<file path="src/rtl/chip8_mem_arbiter_if.sv">
// Bus between the three CHIP-8 RAM requesters (ld, cpu, gfx), the arbiter and the RAM macro.
// master = requesters + RAM side, slave = arbiter.
interface chip8_mem_arbiter_if #(
    parameter int ADDR_W = 12,
    parameter int DATA_W = 8
);
    logic              ld_req,  cpu_req,  gfx_req;
    logic              ld_we,   cpu_we,   gfx_we;
    logic [ADDR_W-1:0] ld_addr, cpu_addr, gfx_addr;
    logic [DATA_W-1:0] ld_wdata, cpu_wdata, gfx_wdata;
    logic              ld_gnt,  cpu_gnt,  gfx_gnt;
    logic              ld_rvalid, cpu_rvalid, gfx_rvalid;
    logic [DATA_W-1:0] rdata;
    logic [ADDR_W-1:0] mem_addr;
    logic              mem_re, mem_we;
    logic [DATA_W-1:0] mem_wdata, mem_rdata;

    modport master (
        output ld_req, cpu_req, gfx_req, ld_we, cpu_we, gfx_we,
               ld_addr, cpu_addr, gfx_addr, ld_wdata, cpu_wdata, gfx_wdata, mem_rdata,
        input  ld_gnt, cpu_gnt, gfx_gnt, ld_rvalid, cpu_rvalid, gfx_rvalid, rdata,
               mem_addr, mem_re, mem_we, mem_wdata
    );

    modport slave (
        input  ld_req, cpu_req, gfx_req, ld_we, cpu_we, gfx_we,
               ld_addr, cpu_addr, gfx_addr, ld_wdata, cpu_wdata, gfx_wdata, mem_rdata,
        output ld_gnt, cpu_gnt, gfx_gnt, ld_rvalid, cpu_rvalid, gfx_rvalid, rdata,
               mem_addr, mem_re, mem_we, mem_wdata
    );
endinterface

</file>
<file path="src/rtl/chip8_mem_arbiter.sv">
// Single-port CHIP-8 RAM arbiter: one owner at a time, bounded bursts, tagged 1-cycle read return.
// Define CHIP8_ARB_RR_EN for round-robin arbitration; default is fixed priority ld > gfx > cpu.
module chip8_mem_arbiter #(
    parameter int ADDR_W    = 12,
    parameter int DATA_W    = 8,
    parameter int MAX_BURST = 16
) (
    input logic               clk,
    input logic               reset,
    chip8_mem_arbiter_if.slave bus
);
    localparam int         NUM_REQ = 3;
    localparam logic [1:0] LD  = 2'd0;
    localparam logic [1:0] CPU = 2'd1;
    localparam logic [1:0] GFX = 2'd2;

    typedef enum logic {IDLE, OWN} state_t;

    state_t                            state_q, state_d;
    logic [1:0]                        owner_q, owner_d, win;
    logic [7:0]                        beat_cnt_q, beat_cnt_d;
    logic [NUM_REQ-1:0]                gnt_q, gnt_d, rvalid_q, rvalid_d;
    logic [NUM_REQ-1:0]                req, we;
    logic [NUM_REQ-1:0][ADDR_W-1:0]    addr;
    logic [NUM_REQ-1:0][DATA_W-1:0]    wdata;
    logic                              active, beat, rd_beat, wr_beat;

    assign req   = {bus.gfx_req, bus.cpu_req, bus.ld_req};
    // gfx is read-only: its write enable never reaches the RAM
    assign we    = {bus.gfx_we & 1'b0, bus.cpu_we, bus.ld_we};
    assign addr  = {bus.gfx_addr, bus.cpu_addr, bus.ld_addr};
    assign wdata = {bus.gfx_wdata, bus.cpu_wdata, bus.ld_wdata};

    // Reset gates the outputs immediately, so a beat issued just before reset never returns data.
    assign active  = ~reset;
    assign beat    = active && (state_q == OWN) && req[owner_q];
    assign rd_beat = beat && !we[owner_q];
    assign wr_beat = beat &&  we[owner_q];

`ifdef CHIP8_ARB_RR_EN
    logic [1:0] rr_ptr_q, rr_ptr_d;

    always_comb begin
        logic       found;
        logic [1:0] idx;
        win   = LD;
        found = 1'b0;
        for (int k = 0; k < NUM_REQ; k++) begin
            idx = 2'((int'(rr_ptr_q) + k) % NUM_REQ);
            if (!found && req[idx]) begin
                win   = idx;
                found = 1'b1;
            end
        end
    end

    always_comb begin
        rr_ptr_d = rr_ptr_q;
        if (state_q == IDLE && |req)
            rr_ptr_d = (win == GFX) ? LD : win + 2'd1;
    end

    always_ff @(posedge clk) begin
        if (reset) rr_ptr_q <= LD;
        else       rr_ptr_q <= rr_ptr_d;
    end
`else
    always_comb begin
        if (req[LD])       win = LD;
        else if (req[GFX]) win = GFX;
        else               win = CPU;
    end
`endif

    always_comb begin
        state_d           = state_q;
        owner_d           = owner_q;
        beat_cnt_d        = beat_cnt_q;
        gnt_d             = gnt_q;
        rvalid_d          = '0;
        rvalid_d[owner_q] = rd_beat;
        case (state_q)
            IDLE: begin
                gnt_d = '0;
                if (|req) begin
                    owner_d    = win;
                    beat_cnt_d = '0;
                    gnt_d      = NUM_REQ'(1) << win;
                    state_d    = OWN;
                end
            end
            OWN: begin
                if (!req[owner_q]) begin
                    gnt_d   = '0;
                    state_d = IDLE;
                end else begin
                    beat_cnt_d = (beat_cnt_q == 8'hFF) ? 8'hFF : beat_cnt_q + 8'd1;
                    if ({1'b0, beat_cnt_q} + 9'd1 == 9'(MAX_BURST)) begin
                        gnt_d   = '0;
                        state_d = IDLE;
                    end
                end
            end
            default: begin
                gnt_d   = '0;
                state_d = IDLE;
            end
        endcase
    end

    always_ff @(posedge clk) begin
        if (reset) begin
            state_q    <= IDLE;
            owner_q    <= LD;
            beat_cnt_q <= '0;
            gnt_q      <= '0;
            rvalid_q   <= '0;
        end else begin
            state_q    <= state_d;
            owner_q    <= owner_d;
            beat_cnt_q <= beat_cnt_d;
            gnt_q      <= gnt_d;
            rvalid_q   <= rvalid_d;
        end
    end

    assign bus.ld_gnt     = gnt_q[LD]  & active;
    assign bus.cpu_gnt    = gnt_q[CPU] & active;
    assign bus.gfx_gnt    = gnt_q[GFX] & active;
    assign bus.ld_rvalid  = rvalid_q[LD]  & active;
    assign bus.cpu_rvalid = rvalid_q[CPU] & active;
    assign bus.gfx_rvalid = rvalid_q[GFX] & active;
    assign bus.rdata      = (active && |rvalid_q) ? bus.mem_rdata : '0;

    assign bus.mem_addr  = beat    ? addr[owner_q]  : '0;
    assign bus.mem_wdata = wr_beat ? wdata[owner_q] : '0;
    assign bus.mem_re    = rd_beat;
    assign bus.mem_we    = wr_beat;
endmodule

</file>
<file path="src/flat_wrapper.sv">
// flat-port wrapper written by rule: the top's interface ports become plain ports
module chip8_mem_arbiter_flat 
#(
    parameter int ADDR_W    = 12,
    parameter int DATA_W    = 8,
    parameter int MAX_BURST = 16
)
  (clk, reset, bus_ld_req, bus_cpu_req, bus_gfx_req, bus_ld_we, bus_cpu_we, bus_gfx_we, bus_ld_addr, bus_cpu_addr, bus_gfx_addr, bus_ld_wdata, bus_cpu_wdata, bus_gfx_wdata, bus_mem_rdata, bus_ld_gnt, bus_cpu_gnt, bus_gfx_gnt, bus_ld_rvalid, bus_cpu_rvalid, bus_gfx_rvalid, bus_rdata, bus_mem_addr, bus_mem_re, bus_mem_we, bus_mem_wdata);
  chip8_mem_arbiter_if #(.ADDR_W(ADDR_W), .DATA_W(DATA_W)) bus_i ();
  input logic clk;
  input logic reset;
  input wire logic [$bits(bus_i.ld_req)-1:0] bus_ld_req;
  input wire logic [$bits(bus_i.cpu_req)-1:0] bus_cpu_req;
  input wire logic [$bits(bus_i.gfx_req)-1:0] bus_gfx_req;
  input wire logic [$bits(bus_i.ld_we)-1:0] bus_ld_we;
  input wire logic [$bits(bus_i.cpu_we)-1:0] bus_cpu_we;
  input wire logic [$bits(bus_i.gfx_we)-1:0] bus_gfx_we;
  input wire logic [$bits(bus_i.ld_addr)-1:0] bus_ld_addr;
  input wire logic [$bits(bus_i.cpu_addr)-1:0] bus_cpu_addr;
  input wire logic [$bits(bus_i.gfx_addr)-1:0] bus_gfx_addr;
  input wire logic [$bits(bus_i.ld_wdata)-1:0] bus_ld_wdata;
  input wire logic [$bits(bus_i.cpu_wdata)-1:0] bus_cpu_wdata;
  input wire logic [$bits(bus_i.gfx_wdata)-1:0] bus_gfx_wdata;
  input wire logic [$bits(bus_i.mem_rdata)-1:0] bus_mem_rdata;
  output wire logic [$bits(bus_i.ld_gnt)-1:0] bus_ld_gnt;
  output wire logic [$bits(bus_i.cpu_gnt)-1:0] bus_cpu_gnt;
  output wire logic [$bits(bus_i.gfx_gnt)-1:0] bus_gfx_gnt;
  output wire logic [$bits(bus_i.ld_rvalid)-1:0] bus_ld_rvalid;
  output wire logic [$bits(bus_i.cpu_rvalid)-1:0] bus_cpu_rvalid;
  output wire logic [$bits(bus_i.gfx_rvalid)-1:0] bus_gfx_rvalid;
  output wire logic [$bits(bus_i.rdata)-1:0] bus_rdata;
  output wire logic [$bits(bus_i.mem_addr)-1:0] bus_mem_addr;
  output wire logic [$bits(bus_i.mem_re)-1:0] bus_mem_re;
  output wire logic [$bits(bus_i.mem_we)-1:0] bus_mem_we;
  output wire logic [$bits(bus_i.mem_wdata)-1:0] bus_mem_wdata;
  assign bus_i.ld_req = bus_ld_req;
  assign bus_i.cpu_req = bus_cpu_req;
  assign bus_i.gfx_req = bus_gfx_req;
  assign bus_i.ld_we = bus_ld_we;
  assign bus_i.cpu_we = bus_cpu_we;
  assign bus_i.gfx_we = bus_gfx_we;
  assign bus_i.ld_addr = bus_ld_addr;
  assign bus_i.cpu_addr = bus_cpu_addr;
  assign bus_i.gfx_addr = bus_gfx_addr;
  assign bus_i.ld_wdata = bus_ld_wdata;
  assign bus_i.cpu_wdata = bus_cpu_wdata;
  assign bus_i.gfx_wdata = bus_gfx_wdata;
  assign bus_i.mem_rdata = bus_mem_rdata;
  assign bus_ld_gnt = bus_i.ld_gnt;
  assign bus_cpu_gnt = bus_i.cpu_gnt;
  assign bus_gfx_gnt = bus_i.gfx_gnt;
  assign bus_ld_rvalid = bus_i.ld_rvalid;
  assign bus_cpu_rvalid = bus_i.cpu_rvalid;
  assign bus_gfx_rvalid = bus_i.gfx_rvalid;
  assign bus_rdata = bus_i.rdata;
  assign bus_mem_addr = bus_i.mem_addr;
  assign bus_mem_re = bus_i.mem_re;
  assign bus_mem_we = bus_i.mem_we;
  assign bus_mem_wdata = bus_i.mem_wdata;
  chip8_mem_arbiter #(.ADDR_W(ADDR_W), .DATA_W(DATA_W), .MAX_BURST(MAX_BURST)) u_core (.clk(clk), .reset(reset), .bus(bus_i));
endmodule
</file>
<file path="config.mk">
export PLATFORM = sky130hd
export DESIGN_NAME = chip8_mem_arbiter_flat
export DESIGN_NICKNAME = d
export VERILOG_FILES = /design/src/rtl/chip8_mem_arbiter_if.sv /design/src/rtl/chip8_mem_arbiter.sv /design/src/flat_wrapper.sv
export SDC_FILE = /design/constraint.sdc
export NUM_CORES = 1
export LEC_CHECK = 0
export ABC_CLOCK_PERIOD_IN_PS = 2700
export BUFFER_PORTS_ARGS = -buffer_cell sky130_fd_sc_hd__buf_2
export CAP_MARGIN = 20
export CORE_MARGIN = 3
export CORE_UTILIZATION = 40
export DETAILED_ROUTE_END_ITERATION = 6
export GPL_ROUTABILITY_DRIVEN = 0
export PLACE_DENSITY = 0.8
export SYNTH_ARGS = -nofsm -noshare
export SYNTH_HDL_FRONTEND = slang
export SYNTH_SLANG_ARGS = --single-unit
</file>
<file path="constraint.sdc">
create_clock -name clk -period 2.7 [get_ports clk]
set_clock_uncertainty 0.2 [all_clocks]
set_input_delay 0.54 -clock clk [delete_from_list [all_inputs] [get_ports clk]]
set_output_delay 0.54 -clock clk [all_outputs]
set_load 0.1 [all_outputs]
</file>
==> results.py, run 1 <==
metrics = {
    "critical_path": {
        "crit_path_end_kind": "primary output",
        "arrival_ps": 1830,
        "critPathLaunchType": "input pin",
        "cp_num_buf_inv": 2,
        "worst-path-stages": 5,
        "critical_path.max_stage_delay_ps": 430,
        "required_ps": 1960,
        "crit_type": "in -> out",
        "crit_top_cell": "buf_2",
        "crit_family": "simple AND/OR/NAND/NOR gates",
        "worstPathCellList": "buf_2 > nor2b_4 > or3_4 > and2_2 > buf_2",
        "reg2reg_depth": 6,
        "path_max_fanout": 12,
        "slowest_stage": "or3_4",
    },
    "global_route": {
        "grt_use_total_pct": 21.3,
        "grt_pass1_wl_mm": 7.56,
        "grt_max_degree": 20,
        "grt_overflow_total": 0,
        "grt_pass1_vias": 1702,
        "antenna_found_initial": 0,
    },
    "pwr": {
        "finalPower_mw": 0.940,
        "power_density_nw_per_um2": 361,
        "p_leak_nw": 1.14,
        "ir_drop_mv": 0.445,
    },
    "clock_network": {
        "htreeDepth": 1,
        "cts_tree": "done",
        "clk_path_buf_depth": 2,
        "numClockSinks": 17,
        "hold_buffers": 0,
        "insertion_delay_ps": 260,
        "clk_pin_slew_ps": 60,
        "tritoncts.num_buffers": 3,
        "cts_root_buffer": "clkbuf_8",
    },
    "timing": {
        "worst_pin_slew_ps": 609,
        "max_freq_mhz": 389,
        "finalSetupViolations": 0,
        "min_period_ps": 2570,
        "rsz0062_at_grt": "no",
        "final_max_slew_viol_count": 0,
        "setup_ws_ps": 128,
        "hold_violations": 0,
        "fin_crit_sh_pct": 95.3,
        "max-slew-margin-rel_pct": 59.1,
    },
    "floorplan": {
        "die-width_um": 67.3,
        "die_h_um": 67.3,
        "die_area_um2": 4520,
        "initial_core_util_pct": 43.3,
        "core_area_um2": 3470,
        "ioPinCount": 112,
        "num_rows": 21,
    },
    "synth": {
        "synth_ff_type": "dfxtp_1",
        "synth_cells": 208,
        "ys_top_cells_by_count": "nor2_1, a21oi_1, mux2i_1",
        "yosys-top-cells-area": "dfxtp_1, mux2i_1, nor2_1",
        "synth.most_common_cell": "nor2_1",
        "syn-cell-area_um2": 1500,
        "synth_edf_count": 0,
        "ys_ff_latch": 17,
        "synth_top_area_share_pct": 22.7,
        "yosys_warnings": 0,
        "ys_seq_area_share_pct": 22.7,
        "synth_cell_types": 37,
        "yosysTopAreaCell": "dfxtp_1",
        "synth_fp_nets": 286,
        "avgSynthCellArea_um2": 7.22,
        "synthArstFlopShare_pct": 0,
    },
    "min_path": {
        "min_path_type": "in -> reg",
        "whs_path_depth": 2,
    },
    "detailed_routing": {
        "wl_mm": 5.37,
        "ant_nets": 0,
        "wl_per_cell_um": 15.1,
        "drc": 0,
        "vias": 1932,
        "drt_iter0_markers": 76,
        "avgViaCountPerCell": 5.43,
        "drt_first_pass_iters": 5,
    },
    "job": {
        "maxCapViolations": 0,
    },
    "finish": {
        "drive_gt1_share_pct": 53.2,
        "syn_to_final_growth_pct": 73.3,
        "design_area_um2": 2600,
        "utilization_pct": 75.0,
        "num-nets-final": 389,
        "antenna_cells": 0,
    },
    "placement": {
        "io_buffers": 102,
        "place_ws_ps": -62.3,
        "dpl.hpwl_mm": 4.21,
        "placed_cell_area_um2": 2510,
    },
    "run_status": {
        "status": "completed",
    },
}
## cell usage in the layout, fill, tap and decap left out, types with 2 or more instances in the layout
cell and n:
nor2_4 8, a21oi_1 25, nor2_2 16, nand2_1 5
buf_2 80, inv_1 4, nor4_1 2, nand3_1 7
nor2b_4 3, buf_12 23, and2_4 7, o21ai_0 10
nor3_1 6, clkbuf_8 3, nand2_4 2, ha_1 2
and3_2 2, nor2b_1 4, mux2i_1 21, or3_1 3
o2111a_1 2, o211ai_1 4, nor2_1 22, nand4_1 2
dfxtp_1 16, buf_4 9
## through the flow
step	TNS, ps	hold slack, ps	std cells
final	0	261	356
after global routing	0	272	356
after CTS	0	261	352
after detailed placement	-509	295	348
after global placement	0	287	348
after floorplan	-3730	274	208
## registers in the layout, summed over array words and instances, names as in the netlist
| register | cells |
|---|---|
| u_core.beat_cnt_q | 8 |
| u_core.gnt_q | 3 |
| u_core.owner_q | 2 |
| u_core.rvalid_q | 3 |
| u_core.state_q | 1 |
## logic make-up after synthesis
family	count (synthesis)	share of synthesized area, %
compound gates	47	18.8
xor+xnor	1	0.583
fa+ha+maj	2	1.67
buf+inv	20	8.00
flops	17	22.7
mux	21	14.0
simple gates	100	34.2
## power by group
group          internal [mW]  switching, mW  leakage, nW  total, mW
registers              0.262         0.0124        0.139      0.275
logic                  0.174          0.298        0.973      0.472
clock network          0.103         0.0908       0.0255      0.193
total                  0.539          0.402         1.14      0.940
## path summary, 6_finish.rpt
path | startpoint | to | slack (ps)
max | reset | bus_rdata[0] | 130
min | bus_cpu_we | u_core.rvalid_q[1] | 260
max reg2reg | u_core.beat_cnt_q[0] | u_core.gnt_q[1] | 490
min reg2reg | u_core.gnt_q[0] | u_core.gnt_q[0] | 310
## per-layer routing
metal	GRT usage [%]	routed length, um	vias to the layer above
met3	3.83	406	12
li1	-	-	936
met4	5.06	93	0
met5	0	0	-
met1	24.7	1890	889
met2	39.9	2980	95
## area by class of cell
class	instances	area (um^2)
flip-flops and latches	17	342
multi-input cells	172	1210
inverters	5	22.5
well taps	46	57.6
clock inverters	1	5.00
repair buffers	112	928
fillers	251	866
clock buffers	3	41.3
## what timing repair did
action / CTS / global route
resized for setup: 2 / 4
cloned: 0 / 1
setup endpoints to repair: 10 / 9
setup buffers: 0 / 3
pin swaps: 0 / 2
Note: power is estimated with default switching activity, not from simulation.
==> run 2, diff against run 1 <==
- ABC_CLOCK_PERIOD_IN_PS: 2700 -> 3300
- SLEW_MARGIN: unset -> 25
- clock period: 2.7 -> 3.3 ns (I/O delays scaled with it)
==> results.py, run 2 (synthesis results as in run 1) <==
metrics = {
    "critical_path": {
        "path_max_fanout": 17,
        "crit_path_end_kind": "primary output",
        "required_ps": 2440,
        "arrival_ps": 2290,
        "r2r_slack_ps": 1110,
        "crit_type": "in -> out",
        "reg2reg_depth": 6,
        "r2r_start": "u_core.beat_cnt_q[0]",
        "r2r-end": "u_core.gnt_q[1]",
        "critPathLaunchType": "input pin",
    },
    "finish": {
        "antenna_cells": 0,
        "drive_gt1_share_pct": 46.7,
        "largestRegisters": "u_core.beat_cnt_q: 8 flops, u_core.gnt_q: 3 flops, u_core.rvalid_q: 3 flops",
        "layout_commonest_cell": "buf_2",
        "syn_to_final_growth_pct": 62.8,
        "final_cell_mix": "buf_2, nor2_1, a21oi_1",
        "num-nets-final": 383,
        "layout.cells.non_filler": 350,
        "largest_reg_flops": 8,
        "registers.top_by_ff_count": "u_core.beat_cnt_q",
    },
    "global_route": {
        "antenna_found_initial": 0,
        "grt_pass1_vias": 1589,
        "grt_use_total_pct": 20.3,
        "grt_max_degree": 20,
        "grt_overflow_total": 0,
        "grt_pass1_wl_mm": 7.14,
    },
    "clock_network": {
        "hold_buffers": 0,
        "insertion_delay_ps": 260,
        "clk_pin_slew_ps": 60,
        "htreeDepth": 1,
        "clk_path_buf_depth": 2,
        "tritoncts.num_buffers": 3,
        "cts_resized": 0,
        "cts_root_buffer": "clkbuf_8",
        "cts_tree": "done",
        "post_cts_buffers": 0,
        "numClockSinks": 17,
    },
    "floorplan": {
        "core_area_um2": 3470,
        "num_rows": 21,
        "die_area_um2": 4520,
        "ioPinCount": 112,
        "die-width_um": 67.3,
        "die_h_um": 67.3,
        "initial_core_util_pct": 43.3,
    },
    "detailed_routing": {
        "met3WireLength_um": 324,
        "drt_iter0_markers": 65,
        "drc": 0,
        "met1_length_mm": 1.90,
        "wl_mm": 4.96,
        "wl_met2_mm": 2.71,
        "wl_per_cell_um": 14.2,
        "routed.top_layer": "met4",
        "vias": 1833,
        "ant_nets": 0,
        "drt_first_pass_iters": 4,
        "avgViaCountPerCell": 5.24,
    },
    "timing": {
        "hold_violations": 0,
        "final_max_slew_viol_count": 0,
        "finalSetupViolations": 0,
        "min_period_ps": 3150,
        "hold_slack_ps": 307,
        "setup_ws_ps": 153,
        "max-slew-margin-rel_pct": 60.0,
        "rsz0062_at_grt": "no",
        "fin_crit_sh_pct": 95.4,
        "worst_pin_slew_ps": 595,
        "max_freq_mhz": 318,
    },
    "pwr": {
        "p_leak_nw": 1.09,
        "ir_drop_mv": 0.266,
        "finalPower_mw": 0.737,
        "power_density_nw_per_um2": 301,
    },
    "placement": {
        "placed_cells": 346,
        "place_ws_ps": 158,
        "dpl.hpwl_mm": 4.03,
        "io_buffers": 102,
    },
    "min_path": {
        "whs_path_depth": 2,
        "min-delay-start": "u_core.gnt_q[2]",
        "holdPathEnd": "u_core.gnt_q[2]",
        "min_path_type": "reg -> reg",
    },
    "run_status": {
        "status": "completed",
    },
    "job": {
        "maxCapViolations": 0,
    },
}
## run 2: routing by layer
layer	vias up	track usage, %
li1	926	-
met1	835	24.3
met2	70	36.7
met3	2	3.99
met4	0	5.57
met5	-	0
## run 2: where the power goes
group	leakage, nW	internal (mW)	switching [mW]
Clock	0.0228	0.0858	0.0723
Combinational	0.925	0.127	0.227
Sequential	0.138	0.214	0.00968
## run 2: per-stage QoR
step | instance area [um^2] | TNS [ps] | util, %
2_1_floorplan | 1570 | -2730 | -
3_3_place_gp | 2400 | 0 | 69.2
3_5_place_dp | 2400 | 0 | 69.2
4_1_cts | 2440 | 0 | 70.5
5_1_grt | 2440 | 0 | 70.5
6_report | 2440 | 0 | 70.5
## run 2: worst max-delay path by stage
stage	startpoint	slack, ps	end	depth (start not counted)
floorplan	bus_gfx_req	-330	bus_mem_wdata[0]	5
global placement	bus_gfx_req	220	bus_mem_addr[4]	6
detailed placement	bus_gfx_req	160	bus_mem_addr[0]	6
CTS	bus_gfx_req	170	bus_mem_addr[0]	6
global route	bus_gfx_req	30	bus_mem_addr[6]	6
finish	bus_gfx_req	150	bus_mem_addr[0]	6
## run 2: worst max-delay path, stage by stage
cell and delay, ps:
buf_2 110, nor2b_1 230, o2111a_1 450, nand2_2 360, nor2_2 260, buf_12 190
## run 2: layout make-up
type / count / area (um^2)
Tap cell: 46 / 57.6
Multi-Input combinational cell: 171 / 1100
Timing Repair Buffer: 107 / 878
Clock buffer: 4 / 45.0
Inverter: 5 / 18.8
Sequential cell: 17 / 340
Fill cell: 275 / 1020
==> run 3, diff against run 2 <==
- ABC_CLOCK_PERIOD_IN_PS: 3300 -> unset
- BUFFER_PORTS_ARGS: -buffer_cell sky130_fd_sc_hd__buf_2 -> unset
- DONT_BUFFER_PORTS: unset -> 1
- GPL_ROUTABILITY_DRIVEN: 0 -> unset
- PLACE_DENSITY: 0.8 -> 0.54
==> results.py, run 3 (synthesis results as in run 1) <==
metrics = {
    "timing": {
        "tns_ps": 0,
        "setup_ws_ps": 179,
        "rsz0062_at_grt": "no",
        "fin_crit_sh_pct": 94.6,
        "hold_violations": 0,
        "max_freq_mhz": 320,
        "worst_pin_slew_ps": 611,
        "final_max_slew_viol_count": 0,
        "min_period_ps": 3120,
        "max-slew-margin-rel_pct": 58.9,
        "finalSetupViolations": 0,
    },
    "run_status": {
        "status": "completed",
    },
    "critical_path": {
        "critPathLaunchType": "register",
        "r2r_slack_ps": 1070,
        "slowest_stage": "dfxtp_2",
        "arrival_ps": 2260,
        "worstPathCellList": "or3_1 > o2111a_1 > nand2_2 > nor2_2 > buf_12",
        "r2r-end": "u_core.gnt_q[0]",
        "cp_num_buf_inv": 1,
        "crit_type": "reg -> out",
        "worst-path-stages": 5,
        "r2r_start": "u_core.beat_cnt_q[0]",
        "crit_path_end_kind": "primary output",
        "critical_path.max_stage_delay_ps": 520,
        "path_max_fanout": 18,
        "crit_end": "bus_mem_addr[10]",
        "required_ps": 2440,
        "critPathLaunch": "u_core.owner_q[1]",
        "reg2reg_depth": 6,
        "crit_family": "simple AND/OR/NAND/NOR gates",
    },
    "floorplan": {
        "num_rows": 21,
        "ioPinCount": 112,
        "core_area_um2": 3470,
        "die_h_um": 67.3,
        "initial_core_util_pct": 43.3,
        "die_area_um2": 4520,
        "die-width_um": 67.3,
    },
    "clock_network": {
        "post_cts_buffers": 0,
        "htreeDepth": 1,
        "hold_buffers": 0,
        "tritoncts.num_buffers": 3,
        "numClockSinks": 17,
        "clk_pin_slew_ps": 60,
        "cts_root_buffer": "clkbuf_8",
        "cts_tree": "done",
        "clk_path_buf_depth": 2,
        "insertion_delay_ps": 250,
    },
    "global_route": {
        "grt_pass1_vias": 1477,
        "grt.met2_usage_pct": 34.1,
        "met1_usage_pct": 19.7,
        "grt_max_degree": 19,
        "grt_overflow_total": 0,
        "top_usage_layer": "met2",
        "grt_pass1_wl_mm": 6.24,
        "grt_use_total_pct": 17.7,
        "antenna_found_initial": 0,
        "use_met3_pct": 4.33,
    },
    "placement": {
        "io_buffers": 0,
        "routabilityCongestion": 0.919,
        "dpl.hpwl_mm": 3.51,
        "place_ws_ps": 234,
        "placed_cells": 272,
    },
    "detailed_routing": {
        "wl_per_cell_um": 15.7,
        "avgViaCountPerCell": 5.80,
        "drc": 0,
        "wl_mm": 4.33,
        "ant_nets": 0,
        "drt_iter0_markers": 51,
        "vias": 1602,
        "drt_first_pass_iters": 4,
    },
    "pwr": {
        "p_leak_nw": 0.780,
        "power_density_nw_per_um2": 326,
        "ir_drop_mv": 0.214,
    },
    "finish": {
        "nFillCells": 324,
        "final_cell_mix": "nor2_1, a21oi_1, buf_12",
        "largest_reg_flops": 8,
        "layout.cells.non_filler": 276,
        "antenna_cells": 0,
        "registers.top_by_ff_count": "u_core.beat_cnt_q",
        "num-nets-final": 309,
        "largestRegisters": "u_core.beat_cnt_q: 8 flops, u_core.gnt_q: 3 flops, u_core.rvalid_q: 3 flops",
        "syn_to_final_growth_pct": 41.1,
        "drive_gt1_share_pct": 34.8,
    },
    "job": {
        "maxCapViolations": 0,
    },
    "min_path": {
        "min_path_type": "in -> reg",
    },
}
[run 3: changes by cell type in the layout (fill, tap and decap cells not counted), sizes merged]
cell / previous run / this run
buf: 107 / 33
[run 3: worst min path at each step]
stage	from	cells past startpoint	slack, ps	end
CTS	reset	1	270	u_core.gnt_q[2]
global placement	u_core.gnt_q[2]	2	280	u_core.gnt_q[2]
floorplan	u_core.gnt_q[0]	2	270	u_core.gnt_q[0]
global route	reset	1	260	u_core.owner_q[1]
detailed placement	u_core.gnt_q[2]	2	290	u_core.gnt_q[2]
finish	reset	1	270	u_core.owner_q[1]
[run 3: where the power goes]
part / internal (mW) / switching [mW] / total (mW)
clock: 0.0856 / 0.0691 / 0.155
sequential: 0.215 / 0.0125 / 0.227
combinational: 0.101 / 0.208 / 0.309
total: 0.401 / 0.289 / 0.691
[run 3: area by class of cell]
type	instances	area (um^2)	area share, %
Clock buffer	4	45.0	2.13
Inverter	5	18.8	0.886
Multi-Input combinational cell	171	1130	53.5
Sequential cell	17	342	16.1
Tap cell	46	57.6	2.72
Timing Repair Buffer	33	523	24.7
[run 3: timing repair]
| item | 4_1_cts | 5_1_grt |
|---|---|---|
| endpoints found under the hold margin | 0 | 0 |
| setup endpoints to repair | 5 | 0 |
| resized for setup | 1 | 0 |
[run 3: layer usage]
metal  part of all wire, %  routed length, um
met1                    36               1560
met2                    53               2310
met3                    10                444
met4                  0.23                 10
met5                     0                  0
[run 3: stage by stage]
stage | cell area (um^2) | total power [mW] | util (%) | hold slack (ps)
floorplan | 1570 | 0.462 | - | 274
detailed placement | 2070 | 0.542 | 59.7 | 289
finish | 2120 | 0.691 | 61.1 | 272
global route | 2120 | 0.724 | 61.1 | 256
global placement | 2070 | 0.536 | 59.7 | 283
CTS | 2120 | 0.695 | 61.1 | 268
